===== src/rtl/sprite_pixel_gen.sv =====
`timescale 1ns/1ps
// sprite_pixel_gen: 256x256 sprite window pixel source, pattern rows fetched during hblank.
// Define SPRITE_COLLISION_EN to build the sticky sprite-overlap detector on o_Collision.
module sprite_pixel_gen #(
    parameter int NUM_SPRITES = 4
) (
    input  logic        i_Clk,
    input  logic        i_Rst_L,
    input  logic [9:0]  i_Row,
    input  logic [9:0]  i_Column,
    input  logic        i_Attr_We,
    input  logic [2:0]  i_Attr_Addr,
    input  logic [16:0] i_Attr_Data,
    output logic [6:0]  o_Rom_Addr,
    input  logic [31:0] i_Rom_Data,
    output logic [9:0]  o_Row,
    output logic [9:0]  o_Column,
    output logic [1:0]  o_Pixel,
    output logic        o_Collision
);

    localparam int IDX_MAX = NUM_SPRITES - 1;

    typedef enum logic [1:0] {IDLE, SCAN, WAIT, LOAD} state_t;

    // Pattern bits for pixel k: pixel 0 sits in [31:30], pixel 15 in [1:0].
    function automatic logic [1:0] pick_pixel(input logic [31:0] pat, input logic [3:0] k);
        logic [4:0] hi;
        hi = 5'd31 - {k, 1'b0};
        return pat[hi -: 2];
    endfunction

    // Lowest sprite index with a nonzero pixel wins.
    function automatic logic [1:0] prio_pixel(input logic [1:0] c [NUM_SPRITES]);
        logic [1:0] p;
        p = 2'b00;
        for (int i = NUM_SPRITES - 1; i >= 0; i--) begin
            if (c[i] != 2'b00) p = c[i];
        end
        return p;
    endfunction

    logic       attr_en [NUM_SPRITES];
    logic [7:0] attr_y  [NUM_SPRITES];
    logic [7:0] attr_x  [NUM_SPRITES];

    logic [NUM_SPRITES-1:0] slot_vld;
    logic [31:0]            slot_pat [NUM_SPRITES];
    logic [7:0]             slot_x   [NUM_SPRITES];

    state_t     state, state_nxt;
    logic [2:0] idx, idx_nxt;
    logic [7:0] line, line_nxt;
    logic [6:0] rom_addr_nxt;
    logic       load, clear_slots;

    logic       cur_en;
    logic [7:0] cur_y, cur_x;
    logic [8:0] d;
    logic [9:0] next_line;
    logic       hit, last;

    logic       win;
    logic [7:0] wx;
    logic [8:0] dx;
    logic [1:0] contrib_c  [NUM_SPRITES];
    logic [1:0] contrib_p1 [NUM_SPRITES];
    logic [9:0] row_p1, col_p1;

    always_ff @(posedge i_Clk) begin
        if (!i_Rst_L) begin
            for (int i = 0; i < NUM_SPRITES; i++) begin
                attr_en[i] <= 1'b0;
                attr_y[i]  <= 8'd0;
                attr_x[i]  <= 8'd0;
            end
        end else if (i_Attr_We) begin
            for (int i = 0; i < NUM_SPRITES; i++) begin
                if (i_Attr_Addr == 3'(i)) begin
                    attr_en[i] <= i_Attr_Data[16];
                    attr_y[i]  <= i_Attr_Data[15:8];
                    attr_x[i]  <= i_Attr_Data[7:0];
                end
            end
        end
    end

    always_comb begin
        cur_en = 1'b0;
        cur_y  = 8'd0;
        cur_x  = 8'd0;
        for (int i = 0; i < NUM_SPRITES; i++) begin
            if (idx == 3'(i)) begin
                cur_en = attr_en[i];
                cur_y  = attr_y[i];
                cur_x  = attr_x[i];
            end
        end
        next_line = (i_Row == 10'd524) ? 10'd0 : i_Row + 10'd1;
        // Negative distances set bit 8, so one zero test covers 0..15.
        d    = {1'b0, line} - {1'b0, cur_y};
        hit  = cur_en && (d[8:4] == 5'd0);
        last = (idx == 3'(IDX_MAX));
    end

    always_comb begin
        state_nxt    = state;
        idx_nxt      = idx;
        line_nxt     = line;
        rom_addr_nxt = o_Rom_Addr;
        load         = 1'b0;
        clear_slots  = 1'b0;
        case (state)
            IDLE: begin
                if (i_Column == 10'd640) begin
                    clear_slots = 1'b1;
                    if (next_line < 10'd256) begin
                        state_nxt = SCAN;
                        idx_nxt   = 3'd0;
                        line_nxt  = next_line[7:0];
                    end
                end
            end
            SCAN: begin
                if (hit) begin
                    rom_addr_nxt = {idx, d[3:0]};
                    state_nxt    = WAIT;
                end else if (last) begin
                    state_nxt = IDLE;
                end else begin
                    idx_nxt = idx + 3'd1;
                end
            end
            WAIT: state_nxt = LOAD;
            LOAD: begin
                load = 1'b1;
                if (last) begin
                    state_nxt = IDLE;
                end else begin
                    state_nxt = SCAN;
                    idx_nxt   = idx + 3'd1;
                end
            end
            default: state_nxt = IDLE;
        endcase
    end

    always_ff @(posedge i_Clk) begin
        if (!i_Rst_L) begin
            state      <= IDLE;
            idx        <= 3'd0;
            line       <= 8'd0;
            o_Rom_Addr <= 7'd0;
        end else begin
            state      <= state_nxt;
            idx        <= idx_nxt;
            line       <= line_nxt;
            o_Rom_Addr <= rom_addr_nxt;
        end
    end

    always_ff @(posedge i_Clk) begin
        if (!i_Rst_L) begin
            slot_vld <= '0;
        end else if (clear_slots) begin
            slot_vld <= '0;
        end else if (load) begin
            for (int i = 0; i < NUM_SPRITES; i++) begin
                if (idx == 3'(i)) slot_vld[i] <= 1'b1;
            end
        end
    end

    always_ff @(posedge i_Clk) begin
        for (int i = 0; i < NUM_SPRITES; i++) begin
            if (load && idx == 3'(i)) begin
                slot_pat[i] <= i_Rom_Data;
                slot_x[i]   <= cur_x;
            end
        end
    end

    always_comb begin
        win = (i_Row < 10'd256) && (i_Column >= 10'd16) && (i_Column < 10'd272);
        wx  = 8'(i_Column - 10'd16);
        dx  = 9'd0;
        for (int i = 0; i < NUM_SPRITES; i++) begin
            contrib_c[i] = 2'b00;
            // 9-bit distance: sprites near the right edge clip instead of wrapping.
            dx = {1'b0, wx} - {1'b0, slot_x[i]};
            if (win && slot_vld[i] && dx[8:4] == 5'd0) begin
                contrib_c[i] = pick_pixel(slot_pat[i], dx[3:0]);
            end
        end
    end

    // Stage 1: per-slot contributions and delayed scan position.
    always_ff @(posedge i_Clk) begin
        if (!i_Rst_L) begin
            for (int i = 0; i < NUM_SPRITES; i++) contrib_p1[i] <= 2'b00;
            row_p1 <= 10'd0;
            col_p1 <= 10'd0;
        end else begin
            for (int i = 0; i < NUM_SPRITES; i++) contrib_p1[i] <= contrib_c[i];
            row_p1 <= i_Row;
            col_p1 <= i_Column;
        end
    end

    // Stage 2: priority resolve.
    always_ff @(posedge i_Clk) begin
        if (!i_Rst_L) begin
            o_Pixel  <= 2'b00;
            o_Row    <= 10'd0;
            o_Column <= 10'd0;
        end else begin
            o_Pixel  <= prio_pixel(contrib_p1);
            o_Row    <= row_p1;
            o_Column <= col_p1;
        end
    end

`ifdef SPRITE_COLLISION_EN
    logic seen, multi;

    always_comb begin
        seen  = 1'b0;
        multi = 1'b0;
        for (int i = 0; i < NUM_SPRITES; i++) begin
            if (contrib_p1[i] != 2'b00) begin
                if (seen) multi = 1'b1;
                seen = 1'b1;
            end
        end
    end

    // Sticky per frame; cleared as the first pixel of the frame is presented.
    always_ff @(posedge i_Clk) begin
        if (!i_Rst_L) begin
            o_Collision <= 1'b0;
        end else if (row_p1 == 10'd0 && col_p1 == 10'd0) begin
            o_Collision <= 1'b0;
        end else if (multi) begin
            o_Collision <= 1'b1;
        end
    end
`else
    assign o_Collision = 1'b0;
`endif

endmodule


===== config.mk =====
export PLATFORM = sky130hd
export DESIGN_NAME = sprite_pixel_gen
export DESIGN_NICKNAME = d
export VERILOG_FILES = /design/src/rtl/sprite_pixel_gen.sv
export SDC_FILE = /design/constraint.sdc
export NUM_CORES = 1
export LEC_CHECK = 0
export CELL_PAD_IN_SITES_DETAIL_PLACEMENT = 0
export CELL_PAD_IN_SITES_GLOBAL_PLACEMENT = 1
export CORE_UTILIZATION = 37
export CTS_CLUSTER_SIZE = 16
export DETAILED_ROUTE_END_ITERATION = 6
export DONT_BUFFER_PORTS = 1
export PLACE_DENSITY = 0.57
export REMOVE_ABC_BUFFERS = 1
export SYNTH_ARGS = -nofsm -noshare
export SYNTH_HDL_FRONTEND = slang
export SYNTH_SLANG_ARGS = --single-unit
export TNS_END_PERCENT = 1

===== constraint.sdc =====
create_clock -name i_Clk -period 4.51 [get_ports i_Clk]
set_input_delay 0.6765 -clock i_Clk [delete_from_list [all_inputs] [get_ports i_Clk]]
set_output_delay 0.6765 -clock i_Clk [all_outputs]
set_load 0.01 [all_outputs]

==> results.py, run 1 <==
metrics = {
    "grt": {
        "antenna_found_initial": 0,
        "grt_pass1_wl_um": 46100,
        "grt_pass1_vias": 7424,
        "grt_max_degree": 46,
        "grt_overflow_total": 0,
        "grt.total_usage_pct": 17.1,
    },
    "placed_design": {
        "gp_congestion": 0.826,
        "dpl.cell_count": 1416,
        "port_buffers": 0,
        "dp_hpwl_um": 20700,
    },
    "power_and_ir_drop": {
        "swShare_pct": 21.7,
        "pwr-share-seq_pct": 47.1,
        "power_switching_w": 0.00141,
        "p_clk_share_pct": 47.8,
        "ir_worst_vdd_mv": 0.264,
        "p_per_area_mw_per_mm2": 429,
        "power_frac_comb_pct": 5.1,
        "p_int_w": 0.00508,
        "total_power_w": 0.00649,
        "p_leak_nw": 5.47,
    },
    "layout": {
        "final_common_cell": "edfxtp_1",
        "multiInputGateArea_mm2": 0.00456,
        "diodes": 0,
        "drive_gt1_share_pct": 13.3,
        "fill_cells": 3196,
        "nets": 1129,
        "fin_cells": 1482,
        "area_growth_pct": 14.0,
        "layout_common_cells": "edfxtp_1, and2_1, dfxtp_1, inv_1, ha_1",
        "fin_util_pct": 43.3,
        "regArea_mm2": 0.00830,
    },
    "critical_path": {
        "crit_path_top_delay_cell": "and4bb_1",
        "cp_cell_sequence": "ha_1 > nor2b_1 > buf_4 > a22oi_1 > nand2_1 > o21ai_0 > o21ai_0 > ha_1 > inv_1 > fa_1 > a211o_1 > a2111oi_1 > nor3b_1 > and4bb_1 > a22oi_2 > o32ai_1",
        "cp.arrival_ps": 4510,
        "critPathKind": "reg -> reg",
        "crit_family": "compound AO/OA/AOI/OAI gates",
        "path_buf_inv": 2,
        "reg2reg_slack_ps": 470,
        "cp-startpoint": "idx[0]$_SDFFE_PN0P_",
        "start_kind": "flip-flop",
        "r2r_cells": 16,
        "crit_required_ps": 4980,
        "r2r-end": "idx[1]$_SDFFE_PN0P_",
        "crit_cells": 16,
        "slowest_delay_ps": 490,
        "worstReg2RegStart": "idx[0]$_SDFFE_PN0P_",
        "cp-end-kind": "flip-flop",
        "path_max_fanout": 17,
        "endpoint": "idx[1]$_SDFFE_PN0P_",
    },
    "routing": {
        "ant_nets": 0,
        "dr_total_vias": 7476,
        "drt_first_iter_violations": 385,
        "drtPass1Iterations": 4,
        "vias_per_cell": 5.04,
        "drc": 0,
        "wl_per_cell_um": 20.3,
        "wirelength_um": 30100,
    },
    "cts": {
        "cts.htree.levels": 2,
        "clock-sinks": 302,
        "cts_buffer_depth": 3,
        "numCtsBuffers": 36,
        "clk_latency_ps": 570,
        "cts_hold_buf": 0,
        "cts_tree": "done",
        "cts_setup_buffers": 0,
        "cts.reportedPaths.clkPinSlew_ps": 60,
        "cts-resized-gates": 0,
        "cts-root-buf": "clkbuf_16",
    },
    "sta": {
        "finalSetupViolations": 0,
        "tns_ps": 0,
        "slew_headroom_pct": 24.0,
        "min_period_over_period_pct": 89.7,
        "whs_ps": 201,
        "tightest_slew_ps": 1140,
        "rsz0062_at_grt": "no",
        "report.final.hold_viol_count": 0,
        "final.setup_skew_ps": 35.9,
        "period_minus_slack_ps": 4040,
        "maxSlewViolCount": 0,
        "fmax_mhz": 247,
    },
    "die": {
        "die_area_mm2": 0.0366,
        "top_level_ports": 105,
        "start_util_pct": 38.0,
        "rows": 68,
        "die-height_um": 191,
        "die-width_um": 191,
        "core-area_mm2": 0.0349,
    },
    "yosys": {
        "synthArstFlopShare_pct": 0,
        "synth_flop_cell": "edfxtp_1",
        "netlist_instances": 978,
        "synthesis.area_mm2": 0.0133,
        "synth_edf_count": 225,
        "ys_warn_count": 0,
        "ys_seq_area_share_pct": 62.6,
        "ys_types": 69,
        "avgSynthCellArea_um2": 13.6,
        "synth-seq-cells": 302,
    },
    "flow_run": {
        "maxCapViolCount": 0,
    },
    "hold_path": {
        "hold_class": "in -> reg",
    },
    "outcome": {
        "status": "finished clean",
    },
}
## power by group through the flow
stage | Combinational (W) | Clock (W) | Sequential, W
2_1_floorplan | 0.000230 | 0 | 0.00311
3_3_place_gp | 0.000331 | 0 | 0.00312
3_5_place_dp | 0.000333 | 0 | 0.00312
4_1_cts | 0.000335 | 0.00319 | 0.00306
5_1_grt | 0.000365 | 0.00329 | 0.00306
6_report | 0.000328 | 0.00310 | 0.00306
## synthesized netlist by cell type, types with 2 or more instances
| master | count | share of area, % |
|---|---|---|
| a211o_1 | 2 | 0.13 |
| a211oi_1 | 11 | 0.62 |
| a211oi_2 | 3 | 0.28 |
| a21boi_0 | 4 | 0.23 |
| a21o_1 | 8 | 0.45 |
| a21oi_1 | 38 | 1.4 |
| a22oi_1 | 16 | 0.91 |
| a31oi_1 | 2 | 0.094 |
| and2_1 | 103 | 4.9 |
| and4_1 | 2 | 0.13 |
| buf_2 | 5 | 0.19 |
| buf_4 | 3 | 0.17 |
| buf_6 | 2 | 0.17 |
| clkbuf_1 | 24 | 0.68 |
| dfxtp_1 | 77 | 12 |
| edfxtp_1 | 225 | 51 |
| fa_1 | 5 | 0.76 |
| ha_1 | 50 | 4.7 |
| inv_1 | 67 | 1.9 |
| mux2_2 | 8 | 0.68 |
| mux2i_1 | 26 | 2.0 |
| mux4_2 | 32 | 5.4 |
| nand2_1 | 39 | 1.1 |
| nand2b_1 | 9 | 0.42 |
| nand3_1 | 15 | 0.57 |
| nand3b_1 | 2 | 0.11 |
| nand4_1 | 4 | 0.19 |
| nor2_1 | 47 | 1.3 |
| nor2_2 | 3 | 0.14 |
| nor2b_1 | 9 | 0.42 |
| nor3_1 | 13 | 0.49 |
| nor3b_1 | 5 | 0.28 |
| nor4_1 | 3 | 0.14 |
| nor4b_1 | 2 | 0.13 |
| o211ai_1 | 3 | 0.17 |
| o21a_1 | 9 | 0.51 |
| o21ai_0 | 45 | 1.7 |
| o21bai_1 | 3 | 0.17 |
| o311ai_0 | 2 | 0.13 |
| o31ai_1 | 4 | 0.23 |
| o32ai_1 | 2 | 0.13 |
| or4_1 | 2 | 0.11 |
| or4b_2 | 2 | 0.15 |
| xnor2_1 | 7 | 0.46 |
| xor2_1 | 11 | 0.73 |
## flip-flops by register name (all words and copies together), names as in the netlist, named ones only
| signal | flops |
|---|---|
| col_p1 | 10 |
| o_Row | 10 |
| contrib_p1 | 8 |
| line | 8 |
| attr_x | 32 |
| slot_x | 32 |
| idx | 3 |
| attr_en | 4 |
| state | 1 |
| row_p1 | 10 |
| attr_y | 32 |
| o_Pixel | 2 |
| o_Rom_Addr | 7 |
| slot_vld | 4 |
| o_Column | 10 |
| slot_pat | 128 |
## per-stage QoR
step	area [um2]	setup WS, ps
3_3_place_gp	13800	601
3_5_place_dp	13800	471
4_1_cts	15100	439
5_1_grt	15100	47.3
6_report	15100	465
2_1_floorplan	13100	547
## per-layer routing
layer  up-vias  GRT usage (%)  wire [um]
li1       3640              -          -
met2       184           24.8      12900
met4         0           4.55        523
met1      3611           24.8      14700
met3        41           5.01       1940
met5         -              0          0
## cells by family (layout without fill, tap and decap cells)
group	after synthesis	in the layout	synth area share, %
flip-flops	302	302	62.6
AND/OR/NAND/NOR	270	270	11.3
AO/OA/AOI/OAI	163	163	8.06
buffers and inverters	103	152	3.25
multiplexers	66	66	8.08
adder cells (fa/ha/maj)	55	55	5.47
XOR/XNOR	18	18	1.19
other	1	1	0.0283
## cell type report
class / instances / area share (%)
Sequential cell: 302 / 54.9
Multi-Input combinational cell: 573 / 30.2
Clock buffer: 40 / 6.33
Tap cell: 455 / 3.77
Clock inverter: 26 / 2.24
Inverter: 68 / 1.69
Timing Repair Buffer: 18 / 0.894
## worst min-delay path by stage
stage / end / slack (ps) / cells past startpoint / start
CTS: slot_pat[3][10]$_DFFE_PP_ / 160 / 0 / i_Rom_Data[10]
detailed placement: o_Column[1]$_SDFF_PN0_ / 420 / 1 / col_p1[1]$_SDFF_PN0_
floorplan: o_Column[0]$_SDFF_PN0_ / 410 / 1 / col_p1[0]$_SDFF_PN0_
global route: slot_pat[3][10]$_DFFE_PP_ / 170 / 0 / i_Rom_Data[10]
global placement: o_Row[5]$_SDFF_PN0_ / 410 / 1 / row_p1[5]$_SDFF_PN0_
finish: slot_pat[2][21]$_DFFE_PP_ / 200 / 0 / i_Rom_Data[21]
No activity file was read; power rests on OpenSTA's default activity.
==> run 2, diff against run 1 <==
--- a/config.mk
+++ b/config.mk
@@ -7,6 +7,7 @@
 export LEC_CHECK = 0
 export CELL_PAD_IN_SITES_DETAIL_PLACEMENT = 0
 export CELL_PAD_IN_SITES_GLOBAL_PLACEMENT = 1
+export CORE_MARGIN = 10
 export CORE_UTILIZATION = 37
 export CTS_CLUSTER_SIZE = 16
 export DETAILED_ROUTE_END_ITERATION = 6
==> constraint.sdc (replaced) <==
create_clock -name i_Clk -period 4.26 [get_ports i_Clk]
set_input_delay 0.639 -clock i_Clk [delete_from_list [all_inputs] [get_ports i_Clk]]
set_output_delay 0.639 -clock i_Clk [all_outputs]
set_load 0.01 [all_outputs]
==> run 2 against run 1 <==
  * Core utilization down 1.1 points
  * Global-route usage is 3.1 points lower
  * Sequential share of layout area rose by 0.54 points
  * Highest routed layer unchanged
  * First-iteration DRC count fell by 3.9%
==> results.py, run 2 (synthesized netlist as in run 1, its figures left out) <==
metrics = {
    "outcome": {
        "status": "finished clean",
    },
    "sta": {
        "tns_ps": 0,
        "fmax_mhz": 261,
        "tightest_slew_ps": 1160,
        "period_minus_slack_ps": 3840,
        "finalSetupViolations": 0,
        "whs_ps": 181,
        "min_period_over_period_pct": 90.0,
        "timing.final.ws_setup_ps": 425,
        "maxSlewViolCount": 0,
        "report.final.hold_viol_count": 0,
        "final.setup_skew_ps": 19.4,
        "slew_headroom_pct": 22.6,
        "rsz0062_at_grt": "no",
    },
    "critical_path": {
        "cp.arrival_ps": 4290,
        "reg2reg_slack_ps": 420,
        "path_max_fanout": 16,
        "critPathKind": "reg -> reg",
        "start_kind": "flip-flop",
        "crit_required_ps": 4710,
        "cp-end-kind": "flip-flop",
    },
    "die": {
        "die-width_um": 209,
        "rows": 69,
        "die_area_mm2": 0.0438,
        "core-area_mm2": 0.0355,
        "top_level_ports": 105,
        "die-height_um": 209,
        "start_util_pct": 37.4,
    },
    "placed_design": {
        "dp_hpwl_um": 21500,
        "gp_congestion": 0.819,
        "port_buffers": 0,
        "placed_area_mm2": 0.0138,
        "dp_slack_ps": 403,
        "dpl.cell_count": 1423,
    },
    "power_and_ir_drop": {
        "p_per_area_mw_per_mm2": 436,
        "p_int_w": 0.00507,
        "swShare_pct": 22.2,
        "p_clk_share_pct": 45.1,
        "p_leak_nw": 5.40,
        "power_frac_comb_pct": 5.3,
        "power_switching_w": 0.00145,
        "pwr-share-seq_pct": 49.7,
        "ir_worst_vdd_mv": 0.361,
    },
    "grt": {
        "antenna_found_initial": 0,
        "grt_pass1_vias": 7539,
        "grt_max_degree": 46,
        "grt_pass1_wl_um": 47000,
        "grt.total_usage_pct": 14.0,
        "grt_overflow_total": 0,
    },
    "routing": {
        "drc": 0,
        "dr_total_vias": 7433,
        "drtPass1Iterations": 5,
        "wl_per_cell_um": 20.7,
        "drt_first_iter_violations": 370,
        "ant_nets": 0,
        "wirelength_um": 30700,
        "vias_per_cell": 5.00,
    },
    "layout": {
        "area_growth_pct": 12.9,
        "fin_area_mm2": 0.0150,
        "final_common_cell": "edfxtp_1",
        "diodes": 0,
        "layout_common_cells": "edfxtp_1, and2_1, dfxtp_1, inv_1, ha_1",
        "largest_reg_flops": 128,
        "fin_cells": 1486,
        "nets": 1129,
        "regMostFlops": "slot_pat",
        "drive_gt1_share_pct": 13.3,
    },
    "flow_run": {
        "maxCapViolCount": 0,
    },
    "cts": {
        "cts.reportedPaths.clkPinSlew_ps": 60,
        "cts.htree.levels": 2,
        "cts-root-buf": "clkbuf_16",
        "numCtsBuffers": 35,
        "clock-sinks": 302,
        "cts_buffer_depth": 3,
        "clk_latency_ps": 550,
        "cts_tree": "done",
        "cts_setup_buffers": 0,
    },
    "hold_path": {
        "hold_class": "in -> reg",
    },
}
==> run 2: cell types whose count changed in the layout (fill, tap and decap cells not counted), sizes merged <==
| cell | before | now |
|---|---|---|
| buf | 18 | 19 |
| bufinv | 6 | 2 |
| clkinv | 19 | 18 |
| clkbuf | 40 | 41 |
| inv | 68 | 69 |
==> run 2: through the flow <==
stage | total power, W | utilization (%)
2_1_floorplan | 0.00354 | -
3_3_place_gp | 0.00365 | 39.0
3_5_place_dp | 0.00365 | 39.0
4_1_cts | 0.00662 | 42.2
5_1_grt | 0.00678 | 42.2
6_report | 0.00652 | 42.2
==> run 2: critical path: stages (launching register included) <==
cell and delay [ps]:
dfxtp_1 470, ha_1 250, nor2b_1 200, buf_4 250, a22oi_1 120, a211oi_1 230
a21oi_1 110, fa_1 450, a211o_1 360, a2111oi_1 360, nor3b_1 150, and4bb_2 450
a22oi_2 120, o32ai_1 210
==> run 2: layer usage <==
metal	up-vias	GRT usage (%)	wire, um
met5	-	0	0
met4	0	3.92	564
met3	43	4.80	2250
met2	161	21.0	13600
met1	3599	18.8	14300
li1	3630	-	-
==> run 2: worst paths after layout <==
kind,start,to,cells past startpoint
min,i_Rom_Data[23],slot_pat[3][23]$_DFFE_PP_,0
max reg2reg,idx[0]$_SDFFE_PN0P_,idx[1]$_SDFFE_PN0P_,13
min reg2reg,col_p1[7]$_SDFF_PN0_,o_Column[7]$_SDFF_PN0_,1
max,idx[0]$_SDFFE_PN0P_,idx[1]$_SDFFE_PN0P_,13
==> run 2: cell type report <==
class	instances	area, um2
Clock buffer	41	930
Clock inverter	22	204
Fill cell	3249	20500
Inverter	68	255
Multi-Input combinational cell	573	4560
Sequential cell	302	8300
Tap cell	461	577
Timing Repair Buffer	19	143
==> run 2: repair_timing <==
| item | CTS | global route |
|---|---|---|
| hold endpoints to repair | 0 | 0 |
| gates resized for setup | 0 | 1 |
| endpoints found under the setup margin | 0 | 5 |
| hold buffers | 0 | 0 |
==> run 2: power by group through the flow <==
| stage | logic, W | registers [W] | clock network, W |
|---|---|---|---|
| after global routing | 0.000382 | 0.00324 | 0.00315 |
| after global placement | 0.000349 | 0.00330 | 0 |
| after CTS | 0.000351 | 0.00324 | 0.00303 |
| after floorplan | 0.000243 | 0.00330 | 0 |
| after detailed placement | 0.000349 | 0.00330 | 0 |
| final | 0.000344 | 0.00324 | 0.00294 |
==> run 3, diff against run 2 <==
--- a/config.mk
+++ b/config.mk
@@ -8,11 +8,11 @@
 export CELL_PAD_IN_SITES_DETAIL_PLACEMENT = 0
 export CELL_PAD_IN_SITES_GLOBAL_PLACEMENT = 1
 export CORE_MARGIN = 10
-export CORE_UTILIZATION = 37
+export CORE_UTILIZATION = 50
 export CTS_CLUSTER_SIZE = 16
 export DETAILED_ROUTE_END_ITERATION = 6
 export DONT_BUFFER_PORTS = 1
-export PLACE_DENSITY = 0.57
+export PLACE_DENSITY = 0.74
 export REMOVE_ABC_BUFFERS = 1
 export SYNTH_ARGS = -nofsm -noshare
 export SYNTH_HDL_FRONTEND = slang
==> run 3 against run 2 <==
  * Flip-flop and latch count unchanged
  * Via count up 1.3%
  * Sequential power is essentially flat
  * Clock skew fell by 5.0 ps
  * Sequential share of layout area up 0.63 points
  * Highest routed layer unchanged
  * Power decreased by 0.25%
  * Die area shrank 24%
  * Fmax down 1.4%
==> results.py, run 3 (synthesized netlist as in run 1, its figures left out) <==
metrics = {
    "layout": {
        "largest_reg_flops": 128,
        "diodes": 0,
        "drive_gt1_share_pct": 12.7,
        "nets": 1126,
        "area_growth_pct": 11.6,
        "fill_cells": 2112,
        "regMostFlops": "slot_pat",
        "layout_common_cells": "edfxtp_1, and2_1, dfxtp_1, inv_1, ha_1",
        "fin_area_mm2": 0.0148,
        "final_common_cell": "edfxtp_1",
    },
    "die": {
        "start_util_pct": 50.9,
        "die-height_um": 183,
        "top_level_ports": 105,
        "rows": 59,
        "die-width_um": 183,
        "die_area_mm2": 0.0334,
        "core-area_mm2": 0.0261,
    },
    "placed_design": {
        "gp_congestion": 0.850,
        "dp_hpwl_um": 19800,
        "port_buffers": 0,
        "placed_area_mm2": 0.0137,
    },
    "power_and_ir_drop": {
        "p_leak_nw": 5.39,
        "power_switching_w": 0.00138,
        "p_int_w": 0.00512,
        "power_frac_comb_pct": 5.2,
        "p_per_area_mw_per_mm2": 440,
        "ir_worst_vdd_mv": 0.385,
        "pwr-share-seq_pct": 49.8,
        "p_clk_share_pct": 45.0,
        "swShare_pct": 21.2,
    },
    "grt": {
        "grt_overflow_total": 0,
        "antenna_found_initial": 0,
        "grt_pass1_wl_um": 43900,
        "grt.total_usage_pct": 16.9,
        "grt_max_degree": 46,
        "grt_pass1_vias": 7373,
    },
    "sta": {
        "final.setup_skew_ps": 14.5,
        "maxSlewViolCount": 0,
        "tightest_slew_ps": 1130,
        "min_period_over_period_pct": 91.3,
        "report.final.hold_viol_count": 0,
        "finalSetupViolations": 0,
        "period_minus_slack_ps": 3890,
        "fmax_mhz": 257,
        "tns_ps": 0,
        "rsz0062_at_grt": "no",
        "slew_headroom_pct": 24.6,
    },
    "routing": {
        "met3_length_um": 2640,
        "route.top_layer_used": "met4",
        "m1WireLength_um": 12900,
        "wirelength_um": 28400,
        "wl_met2_um": 12300,
        "wl_per_cell_um": 20.9,
        "drc": 0,
        "ant_nets": 0,
        "dr_total_vias": 7530,
        "vias_per_cell": 5.55,
        "drtPass1Iterations": 5,
        "drt_first_iter_violations": 573,
    },
    "critical_path": {
        "slowest_delay_ps": 490,
        "path_max_fanout": 16,
        "critPathKind": "reg -> reg",
        "crit_path_top_delay_cell": "and4bb_1",
        "start_kind": "flip-flop",
        "cp_cell_sequence": "ha_1 > nor2b_1 > buf_4 > a22oi_1 > a211oi_1 > a21oi_1 > fa_1 > a211o_1 > a2111oi_1 > nor3b_1 > and4bb_1 > a22oi_2 > o32ai_1",
        "cp-end-kind": "flip-flop",
        "cp.arrival_ps": 4310,
        "crit_required_ps": 4680,
    },
    "cts": {
        "clk_latency_ps": 510,
        "cts.reportedPaths.clkPinSlew_ps": 60,
        "cts_setup_buffers": 0,
        "cts.htree.levels": 2,
        "numCtsBuffers": 34,
        "cts-resized-gates": 0,
        "clock-sinks": 302,
        "cts_tree": "done",
        "cts_buffer_depth": 3,
        "cts-root-buf": "clkbuf_16",
        "cts_hold_buf": 0,
    },
    "outcome": {
        "status": "finished clean",
    },
    "hold_path": {
        "hold_class": "in -> reg",
    },
    "flow_run": {
        "maxCapViolCount": 0,
    },
}
==> run 3: cell types whose count changed in the layout (fill, tap and decap cells not counted), sizes merged <==
cell	change
clkinv	-5
inv	+3
buf	-2
bufinv	+1
==> run 3: critical path, delay by kind of cell, from the launching register on <==
kind                     cells  cell delay (ps)
AO/OA/AOI/OAI                7             1570
adder cells (fa/ha/maj)      2              700
buffers and inverters        1              250
flip-flops                   1              450
AND/OR/NAND/NOR              3              820
==> run 3: path summary, 6_finish.rpt <==
kind / cells after the start / end / from / slack (ps)
min reg2reg: 1 / o_Row[9]$_SDFF_PN0_ / row_p1[9]$_SDFF_PN0_ / 430
min: 0 / slot_pat[2][17]$_DFFE_PP_ / i_Rom_Data[17] / 220
max: 13 / idx[1]$_SDFFE_PN0P_ / idx[0]$_SDFFE_PN0P_ / 370
max reg2reg: 13 / idx[1]$_SDFFE_PN0P_ / idx[0]$_SDFFE_PN0P_ / 370
==> run 3: per-stage QoR <==
stage | setup slack (ps) | total power, W | utilization, % | instances | hold slack [ps]
detailed placement | 413 | 0.00364 | 52.4 | 1295 | 418
finish | 371 | 0.00650 | 56.8 | 1357 | 224
floorplan | 297 | 0.00354 | - | 943 | 412
CTS | 376 | 0.00658 | 56.8 | 1357 | 205
global placement | 491 | 0.00364 | 52.4 | 1295 | 415
global route | 79.5 | 0.00674 | 56.8 | 1357 | 196
==> run 3: final cells by class <==
type,instances,area [um2],area share [%]
clock inverter,21,209,1.41
inverter,68,255,1.73
tap,335,419,2.83
clock buffer,41,930,6.28
multi-input combinational,573,4560,30.8
sequential,302,8300,56.1
timing repair buffer,17,128,0.863
==> run 3: power by group through the flow <==
stage          Combinational [W]  Sequential (W)  Clock [W]
3_5_place_dp            0.000341         0.00330          0
4_1_cts                 0.000343         0.00324    0.00300
3_3_place_gp            0.000339         0.00330          0
6_report                0.000341         0.00324    0.00292
2_1_floorplan           0.000243         0.00330          0
5_1_grt                 0.000376         0.00324    0.00312
==> run 3: routing by layer <==
| metal | vias to the layer above | track usage, % |
|---|---|---|
| li1 | 3625 | - |
| met1 | 3620 | 23.6 |
| met2 | 247 | 24.7 |
| met3 | 38 | 5.73 |
| met4 | 0 | 4.49 |
| met5 | - | 0 |
